$ cat src/rtl/uart_tx_arbiter.sv
// Packet-atomic round-robin arbiter sharing one byte-wide AXI-Stream sink among NUM_SRC sources.
// Optional mid-packet stall timeout is enabled by defining ARB_TIMEOUT_EN.
module uart_tx_arbiter #(
  parameter int unsigned NUM_SRC        = 2,
  parameter int unsigned DATA_WIDTH     = 8,
  parameter int unsigned TIMEOUT_CYCLES = 65535
) (
  input  logic                          clk,
  input  logic                          arstn,
  input  logic [NUM_SRC*DATA_WIDTH-1:0] s_axis_tdata,
  input  logic [NUM_SRC-1:0]            s_axis_tvalid,
  input  logic [NUM_SRC-1:0]            s_axis_tlast,
  output logic [NUM_SRC-1:0]            s_axis_tready,
  output logic [DATA_WIDTH-1:0]         m_axis_tdata,
  output logic                          m_axis_tvalid,
  output logic                          m_axis_tlast,
  input  logic                          m_axis_tready,
  output logic [NUM_SRC-1:0]            grant,
  output logic                          busy,
  output logic                          timeout_err
);

  localparam int unsigned IdxW = (NUM_SRC > 1) ? $clog2(NUM_SRC) : 1;

  typedef enum logic [0:0] {StIdle, StGrant} state_e;

  state_e              state_q;
  logic [NUM_SRC-1:0]  grant_q;
  logic [IdxW-1:0]     last_q;
  logic                busy_q;

  logic [DATA_WIDTH-1:0] src_data [NUM_SRC];

  for (genvar i = 0; i < NUM_SRC; i++) begin : g_unpack
    assign src_data[i] = s_axis_tdata[i*DATA_WIDTH +: DATA_WIDTH];
  end

  // Search last+1, last+2, ... wrapping, so the previous winner is checked last.
  logic            win_found;
  logic [IdxW-1:0] win_idx;
  logic [IdxW-1:0] cand;

  always_comb begin
    win_found = 1'b0;
    win_idx   = last_q;
    cand      = last_q;
    for (int unsigned k = 0; k < NUM_SRC; k++) begin
      cand = (cand == IdxW'(NUM_SRC - 1)) ? '0 : cand + 1'b1;
      if (!win_found && s_axis_tvalid[cand]) begin
        win_found = 1'b1;
        win_idx   = cand;
      end
    end
  end

  // While granted, last_q holds the granted index.
  logic g_valid;
  logic g_last;
  logic pkt_end;

  assign g_valid = s_axis_tvalid[last_q];
  assign g_last  = s_axis_tlast[last_q];
  assign pkt_end = (state_q == StGrant) && g_valid && g_last && m_axis_tready;

  always_comb begin
    m_axis_tdata  = '0;
    m_axis_tvalid = 1'b0;
    m_axis_tlast  = 1'b0;
    s_axis_tready = '0;
    if (state_q == StGrant) begin
      m_axis_tdata          = src_data[last_q];
      m_axis_tvalid         = g_valid;
      m_axis_tlast          = g_last;
      s_axis_tready[last_q] = m_axis_tready;
    end
  end

`ifdef ARB_TIMEOUT_EN
  localparam int unsigned CntW = $clog2(TIMEOUT_CYCLES + 1);

  logic [CntW-1:0] stall_q;
  logic            tout_q;

  assign timeout_err = tout_q;
`else
  logic unused_timeout_cfg;

  assign unused_timeout_cfg = ^TIMEOUT_CYCLES;
  assign timeout_err        = 1'b0;
`endif

  always_ff @(posedge clk or negedge arstn) begin
    if (!arstn) begin
      state_q <= StIdle;
      grant_q <= '0;
      last_q  <= IdxW'(NUM_SRC - 1);
      busy_q  <= 1'b0;
`ifdef ARB_TIMEOUT_EN
      stall_q <= '0;
      tout_q  <= 1'b0;
`endif
    end else begin
      unique case (state_q)
        StIdle: begin
          if (win_found) begin
            state_q <= StGrant;
            grant_q <= NUM_SRC'(1) << win_idx;
            last_q  <= win_idx;
            busy_q  <= 1'b1;
`ifdef ARB_TIMEOUT_EN
            stall_q <= '0;
`endif
          end
        end
        StGrant: begin
          if (pkt_end) begin
            state_q <= StIdle;
            grant_q <= '0;
            busy_q  <= 1'b0;
          end
`ifdef ARB_TIMEOUT_EN
          // Only an absent source counts as a stall; sink backpressure does not.
          else if (!g_valid) begin
            if (stall_q == CntW'(TIMEOUT_CYCLES - 1)) begin
              state_q <= StIdle;
              grant_q <= '0;
              busy_q  <= 1'b0;
              stall_q <= '0;
              tout_q  <= 1'b1;
            end else begin
              stall_q <= stall_q + 1'b1;
            end
          end else begin
            stall_q <= '0;
          end
`endif
        end
        default: begin
          state_q <= StIdle;
          grant_q <= '0;
          busy_q  <= 1'b0;
        end
      endcase
    end
  end

  assign grant = grant_q;
  assign busy  = busy_q;

endmodule
$ cat config.mk
export PLATFORM = sky130hd
export DESIGN_NAME = uart_tx_arbiter
export DESIGN_NICKNAME = d
export VERILOG_FILES = /design/src/rtl/uart_tx_arbiter.sv
export SDC_FILE = /design/constraint.sdc
export NUM_CORES = 1
export LEC_CHECK = 0
export BUFFER_PORTS_ARGS = -buffer_cell sky130_fd_sc_hd__buf_2
export CORE_AREA = 3 3 40 42
export DETAILED_ROUTE_END_ITERATION = 8
export DIE_AREA = 0 0 43 45
export PLACE_DENSITY = 0.81
export SYNTH_ARGS = -nofsm -noshare
export SYNTH_HDL_FRONTEND = slang
export SYNTH_SLANG_ARGS = --single-unit
$ cat constraint.sdc
create_clock -name clk -period 1.7 [get_ports clk]
set_clock_uncertainty 0.2 [all_clocks]
set_input_delay 0.085 -clock clk [delete_from_list [all_inputs] [get_ports clk]]
set_output_delay 0.085 -clock clk [all_outputs]
set_load 0.05 [all_outputs]
==> results.cfg, run 1 <==
[status]
status = complete, but fails checks
violations = setup timing

[worst_setup_path]
critPathMaxFanout = 4
rr_endpoint = grant[1]
crit_path_start_kind = flop
rr_worst_depth = 6
cp-end-kind = output port
regToRegStartpoint = last_q
worstPathRequired_ps = 1410
arrival_ps = 1440
path_cells = mux2i_1 -> and2b_1 -> buf_6
path_delay_family = flip-flops
path_class = flop to output port
worst_path_max_delay_cell = dfstp_2
r2r_slack_ps = 90
critical_path_buf_inv_count = 1
critical-path-max-stage-delay_ps = 590

[timing]
finalCriticalPeriod_ps = 1729
rsz0062_at_grt = yes
hold_viol_final = 0
finalMaxSlewViolations = 0
fin_crit_sh = 1.017
setup_violations = 5
fin_hold_ws_ps = 52.43
fmax_mhz = 578.4
worst_slack_ps = -28.88

[synthesis]
syn_area_sq_um = 457.9
yosysWarningCount = 0
seq_area_frac_synth = 0.2760
avgSynthCellArea_sq_um = 8.640
syn_inst = 53
netlist-cell-type-count = 23
synth_fp_nets = 76
synth_seq_cells = 5

[grt]
grt_pass1_vias = 578
antenna_found_initial = 0
grt_max_degree = 19
grt.total_usage = 0.1674
grt_pass1_wl_um = 2408
gr-total-overflow = 0

[detailed_routing]
avgRoutedWirePerCell_um = 12.89
wirelength_um = 1457
ant_nets = 0
vias = 584
drtIter0Drc = 7
route.detailed.drc = 0
first_pass_iters = 4
routed_via_density = 5.168

[placement]
placed_area_sq_um = 654.4
place_ws_ps = 139.8
routabilityCongestion = 0.8190
port_buffers = 37
placed_cells = 101

[floorplanning]
rows = 13
die_y_um = 45
design.core.area_sq_mm = 0.001285
start_util = 0.3564
dieArea_sq_mm = 0.001935
die_w_um = 43
io_pins = 39

[worst_hold_path]
min_to = busy
hold_path_depth = 3
hold_start = m_axis_tready
hp-class = input port to flop

[finish]
final_cell_mix = buf_2, buf_4, buf_6, mux2i_1, nor2b_1
n_fill_cell = 112
instances_no_fill = 113
syn_to_final_growth_pct = 81.15
multiInputGateArea_sq_um = 327.8
nets = 122
drive_gt1_frac = 0.5510
seqCellArea_sq_um = 127.6
final_common_cell = buf_2
antenna_cells = 0
postLayoutCellArea_sq_um = 829.5

[clock_tree]
insertion_delay_ps = 240
clock_path_buffers = 2
cts-root-buf = clkbuf_4
clk_pin_slew_ps = 40
cts_made_buffers = 3
cts_tree = done
cts.sinks = 5
h-tree-depth = 1

[power]
p_leak_nw = 0.4135
ir_worst_vdd_v = 0.0009160
p_per_area_mw_per_mm2 = 1949
power_w = 0.001617

[job]
drv_cap = 0
## layout make-up
type                    instances  share of cell area
flip-flops and latches          5              0.1538
multi-input cells              43              0.3952
repair buffers                 46              0.3967
well taps                      15             0.02262
clock buffers                   4             0.03167
## worst max path at each step
stage	from	to	slack, ps	cells after the start
floorplan	last_q	m_axis_tdata[0]	5	3
global placement	last_q	m_axis_tdata[4]	180	4
detailed placement	last_q	m_axis_tdata[5]	140	4
CTS	last_q	m_axis_tdata[3]	0.3	4
global route	last_q	m_axis_tlast	-80	3
finish	last_q	m_axis_tlast	-30	3
## worst min-delay path: stages
cell and delay, ps:
buf_2 130, nand4bb_1 120, o21a_1 120
## cell usage after synthesis
cell type | n | area share
mux2i_1 | 10 | 0.22
nor2b_1 | 8 | 0.11
dfrtp_1 | 4 | 0.22
nand2_1 | 3 | 0.025
nor2_1 | 3 | 0.025
a21oi_1 | 2 | 0.022
and2b_1 | 2 | 0.033
buf_4 | 2 | 0.033
nand2b_1 | 2 | 0.027
nand3_1 | 2 | 0.022
nand4_1 | 2 | 0.027
o21ai_0 | 2 | 0.022
a22oi_1 | 1 | 0.016
and3_1 | 1 | 0.014
buf_2 | 1 | 0.011
buf_6 | 1 | 0.025
clkbuf_1 | 1 | 0.0082
conb_1 | 1 | 0.0082
dfstp_2 | 1 | 0.057
nand4b_1 | 1 | 0.019
nand4bb_1 | 1 | 0.025
o21a_1 | 1 | 0.016
o31a_1 | 1 | 0.019
## kinds of logic after synthesis
kind of cell | Yosys count | synth area share
and+or+nand+nor | 25 | 0.3251
muxes | 10 | 0.2186
DFF | 5 | 0.2760
AOI/OAI and AO/OA | 7 | 0.09565
other | 1 | 0.008189
buffers and inverters | 5 | 0.07647
## registers in the layout (all words and copies together) (netlist names)
name	count
busy	1
grant	2
last_q	1
state_q	1
## stage by stage
| stage | TNS (ps) | util |
|---|---|---|
| final | -52.57 | 0.6456 |
| after floorplan | 0 | - |
| after CTS | 0 | 0.6105 |
| after detailed placement | 0 | 0.5093 |
| after global placement | 0 | 0.5093 |
| after global routing | -600.9 | 0.6456 |
## power breakdown
part | total [W] | internal (W) | switching, W
registers | 0.000244 | 0.000181 | 0.0000629
clock network | 0.000138 | 0.0000888 | 0.0000493
logic | 0.00124 | 0.000498 | 0.000737
total | 0.00162 | 0.000768 | 0.000849
## routing by layer
layer	vias up	global-route usage	wire, um
li1	273	-	-
met1	269	0.1760	487
met2	38	0.3024	782
met3	4	0.01992	145
met4	0	0.1325	42
met5	-	0	0
## timing repair
item                       4_1_cts  5_1_grt
hold buffers                     4        0
setup endpoints to repair        8       12
hold endpoints to repair         6        0
buffers inserted                 3        1
gates resized for setup         14       12
pin swaps                        0        0
No activity file was read; power rests on OpenSTA's default activity.
==> run 2, diff against run 1 <==
clock period = 2 ns   (was 1.7 ns; I/O delays follow)
==> results.cfg, run 2 (synthesis results as in run 1) <==
[detailed_routing]
drtIter0Drc = 6
routed_via_density = 4.830
ant_nets = 0
first_pass_iters = 4
wirelength_um = 1269
vias = 541
avgRoutedWirePerCell_um = 11.33
route.detailed.drc = 0

[timing]
finalMaxSlewViolations = 0
worst_slack_ps = 209.6
rsz0062_at_grt = no
fin_crit_sh = 0.8952
setup_violations = 0
hold_viol_final = 0
setup_tns_ps = 0
fmax_mhz = 558.5
finalCriticalPeriod_ps = 1790

[worst_setup_path]
arrival_ps = 1490
regToRegStartpoint = last_q
critPathMaxFanout = 11
r2r_slack_ps = 530
path_class = flop to output port
worst_path_max_delay_cell = dfstp_2
crit_path_start_kind = flop
worstPathRequired_ps = 1700
critical-path-max-stage-delay_ps = 590
path_cells = buf_4 -> mux2i_1 -> nor2b_1 -> buf_2
rr_endpoint = grant[1]
rr_worst_depth = 4
cp-end-kind = output port

[clock_tree]
cts-root-buf = clkbuf_4
clk_pin_slew_ps = 40
h-tree-depth = 1
clock_path_buffers = 2
cts_made_buffers = 3
cts.sinks = 5
cts_tree = done
insertion_delay_ps = 250

[finish]
final_common_cell = buf_2
antenna_cells = 0
n_fill_cell = 120
syn_to_final_growth_pct = 57.92
drive_gt1_frac = 0.4639
largest_reg_flops = 2
nets = 121
final_cell_mix = buf_2, mux2i_1, nor2b_1

[grt]
grt_max_degree = 19
grt.total_usage = 0.1455
gr-total-overflow = 0
grt_pass1_wl_um = 2111
grt_pass1_vias = 493
antenna_found_initial = 0

[job]
drv_cap = 0

[power]
p_leak_nw = 0.3861
ir_worst_vdd_v = 0.0007609
p_per_area_mw_per_mm2 = 1636

[worst_hold_path]
min_to = grant[0]
hold_path_depth = 4
hold_start = s_axis_tlast[1]
hp-class = input port to flop

[status]
status = completed

[floorplanning]
design.core.area_sq_mm = 0.001285
rows = 13
die_y_um = 45
dieArea_sq_mm = 0.001935
die_w_um = 43
start_util = 0.3564
io_pins = 39

[placement]
dp_hpwl_um = 913.6
routabilityCongestion = 0.8084
place_ws_ps = 363.6
port_buffers = 37
[run 2: cell count changes in the layout (fill, tap and decap cells not counted), sizes merged]
cell / previous run / this run
buf: 42 / 41
[run 2: report_power, final]
part           leakage [nW]  switching (W)  total, W  internal [W]
combinational         0.313       0.000584  0.000861      0.000278
clock                0.0150      0.0000433  0.000119     0.0000755
sequential           0.0577      0.0000504  0.000203      0.000152
[run 2: area by class of cell]
cell class | count | area, sq um | share of cell area
Clock buffer | 4 | 26.28 | 0.03633
Multi-Input combinational cell | 43 | 296.5 | 0.4100
Sequential cell | 5 | 126.4 | 0.1747
Timing Repair Buffer | 45 | 255.2 | 0.3529
Tap cell | 15 | 18.77 | 0.02595
[run 2: per-layer routing]
| metal | vias to the layer above | part of all wire | track usage | wire, um |
|---|---|---|---|---|
| li1 | 273 | - | - | - |
| met1 | 233 | 0.42 | 0.1683 | 533 |
| met2 | 31 | 0.45 | 0.2365 | 575 |
| met3 | 4 | 0.091 | 0.03984 | 116 |
| met4 | 0 | 0.035 | 0.09639 | 44 |
| met5 | - | 0 | 0 | 0 |
[run 2: worst max-delay path by stage]
stage | startpoint | end | cells after the start
floorplan | last_q | m_axis_tdata[3] | 4
global placement | last_q | m_axis_tdata[4] | 4
detailed placement | last_q | m_axis_tdata[3] | 4
CTS | last_q | m_axis_tdata[3] | 4
global route | last_q | m_axis_tdata[5] | 4
finish | last_q | m_axis_tdata[3] | 4
[run 2: timing repair]
action,in CTS,in global routing
endpoints found under the hold margin,6,0
resized for setup,0,0
hold buffers,4,0
endpoints found under the setup margin,0,1
setup buffers,0,3
[run 2: worst max-delay path, delay by kind of cell (launching register included)]
family | cells | cell delay [ps]
buffers and inverters | 2 | 390
AND/OR/NAND/NOR | 1 | 60
flip-flops | 1 | 590
multiplexers | 1 | 200
[run 2: stage by stage]
stage	total power, W	hold WS [ps]	cell area, sq um	instances	util
floorplan	0.0008779	-395.6	457.9	53	-
global placement	0.001009	-283.4	634.4	101	0.4937
detailed placement	0.001018	-280.8	634.4	101	0.4937
CTS	0.001147	49.90	700.7	109	0.5453
global route	0.001263	53.31	723.2	112	0.5628
finish	0.001183	54.11	723.2	112	0.5628
==> run 3, diff against run 2 <==
ABC_AREA = 1   (was default)
PLACE_DENSITY = 0.79   (was 0.81)
==> results.cfg, run 3 <==
[grt]
grt_pass1_vias = 475
antenna_found_initial = 0
gr-total-overflow = 0
grt_max_degree = 14
grt.total_usage = 0.1165
grt_pass1_wl_um = 1752

[power]
p_leak_nw = 0.4190
pwr-share-clk = 0.078
ir_worst_vdd_v = 0.0008344
power.switching_w = 0.0008777
p_seq_frac = 0.148
internal-power_w = 0.0005222
pwr-share-comb = 0.774
p_per_area_mw_per_mm2 = 1919
switching_share = 0.6270

[worst_hold_path]
hp-class = input port to flop

[synthesis]
synth_adder_area_share = 0
synthXorXnorAreaFrac = 0
synthTopCellsByArea = dfrtp_1, nor2_1, o21ai_0, nand2_1, dfstp_2
synth_seq_cells = 5
yosysTopAreaCellShare = 0.2319
avgSynthCellArea_sq_um = 6.167
synth_top_family_by_area = simple AND/OR/NAND/NOR gates
netlist-cell-type-count = 19
synth_top_cells_by_count = nor2_1, o21ai_0, nand2_1
synth_fp_nets = 93
synth-edff-count = 0
synth_area_leader_cell = dfrtp_1
yosysWarningCount = 0
synth-compound-area-share = 0.1594
yosysMostFrequentCell = nor2_1
syn_inst = 70
synth_ff_type = dfrtp_1
seq_area_frac_synth = 0.2928
ys_async_sr_fraction = 1.000
synth_mux_area_frac = 0
syn_area_sq_um = 431.7
synthSimpleGateAreaFrac = 0.3942

[finish]
syn_to_final_growth_pct = 68.99
final_core_util = 0.5677
largest_reg_flops = 2
n_fill_cell = 129
antenna_cells = 0
final_common_cell = buf_2
drive_gt1_frac = 0.4872
final_cell_mix = buf_2, nor2_1, o21ai_0, nand2_1
nets = 141

[detailed_routing]
wirelength_um = 1184
route.detailed.drc = 0
drtIter0Drc = 0
routed_via_density = 4.333
vias = 572
first_pass_iters = 1
ant_nets = 0
avgRoutedWirePerCell_um = 8.970

[floorplanning]
io_pins = 39
design.core.area_sq_mm = 0.001285
die_y_um = 45
start_util = 0.3359
rows = 13
die_w_um = 43
dieArea_sq_mm = 0.001935

[job]
drv_cap = 0

[worst_setup_path]
path_class = flop to flop
cp-end-kind = flop
crit_path_start_kind = flop
critPathMaxFanout = 10
worstPathRequired_ps = 1920
arrival_ps = 1800

[timing]
finalCriticalPeriod_ps = 1885
fin_crit_sh = 0.9426
worst_slack_ps = 114.8
setup_violations = 0
fmax_mhz = 530.5
finalMaxSlewViolations = 0
hold_viol_final = 0
rsz0062_at_grt = no
setup_tns_ps = 0

[placement]
place_ws_ps = 265.4
port_buffers = 37
dp_hpwl_um = 919.3
routabilityCongestion = 0.8084

[clock_tree]
cts.sinks = 5
insertion_delay_ps = 230
h-tree-depth = 1
clk_pin_slew_ps = 40
cts_made_buffers = 3
cts-root-buf = clkbuf_4
clock_path_buffers = 2
cts_tree = done

[status]
status = completed
-- run 3: layout make-up --
cell class	count	area [sq um]	area share
clock buffers	4	26.28	0.03602
inverters	8	35.03	0.04803
multi-input cells	53	247.7	0.3396
flip-flops and latches	5	126.4	0.1732
well taps	15	18.77	0.02573
repair buffers	47	275.3	0.3774
-- run 3: repair_timing --
action                                  in CTS  in global routing
endpoints found under the setup margin       0                  1
setup buffers                                0                  5
resized for setup                            0                  2
hold endpoints to repair                     8                  0
hold buffers                                 5                  0
-- run 3: cell families (layout without fill, tap and decap cells) --
family,Yosys count,in the layout
AO/OA/AOI/OAI,13,13
buffers and inverters,12,59
flip-flops,5,5
AND/OR/NAND/NOR,39,39
other,1,1
-- run 3: metal layers --
layer | routed length, um | up-vias | GRT usage
met5 | 0 | - | 0
met2 | 566 | 31 | 0.2156
met3 | 163 | 0 | 0.03187
li1 | - | 311 | -
met4 | 0 | 0 | 0.03614
met1 | 454 | 230 | 0.1302
-- run 3: path summary, 6_finish.rpt --
| path | cells past startpoint | endpoint | slack (ps) | startpoint |
|---|---|---|---|---|
| max in group asynchronous | 4 | state_q | 330 | arstn |
| setup / recovery | 6 | grant[1] | 110 | state_q |
| min in group asynchronous | 3 | grant[1] | 560 | arstn |
| hold reg to reg | 2 | grant[0] | 290 | grant[0] |
| hold / removal | 4 | grant[0] | 20 | s_axis_tvalid[0] |
| setup reg to reg | 6 | grant[1] | 110 | state_q |
-- run 3: stage by stage --
step	power [W]	instances	cell area, sq um	hold slack [ps]
detailed placement	0.001200	118	609.3	-285.1
CTS	0.001330	127	685.7	6.216
finish	0.001400	132	729.5	16.04
floorplan	0.001026	70	436.7	-395.6
global route	0.001494	132	729.5	45.33
global placement	0.001189	118	609.3	-286.3
-- run 3: power groups by stage --
| stage | combinational, W | sequential [W] | clock (W) |
|---|---|---|---|
| after floorplan | 0.000759 | 0.000267 | 0 |
| after global routing | 0.00116 | 0.000215 | 0.000120 |
| final | 0.00108 | 0.000207 | 0.000109 |
| after CTS | 0.00100 | 0.000216 | 0.000113 |
| after global placement | 0.000978 | 0.000212 | 0 |
| after detailed placement | 0.000983 | 0.000217 | 0 |
-- run 3: critical path: stages (launching register included) --
cell	delay [ps]
dfrtp_1	490
clkinv_2	170
o21ai_2	110
dlygate4sd3_1	630
inv_2	50
nand2_1	60
nand2_1	50
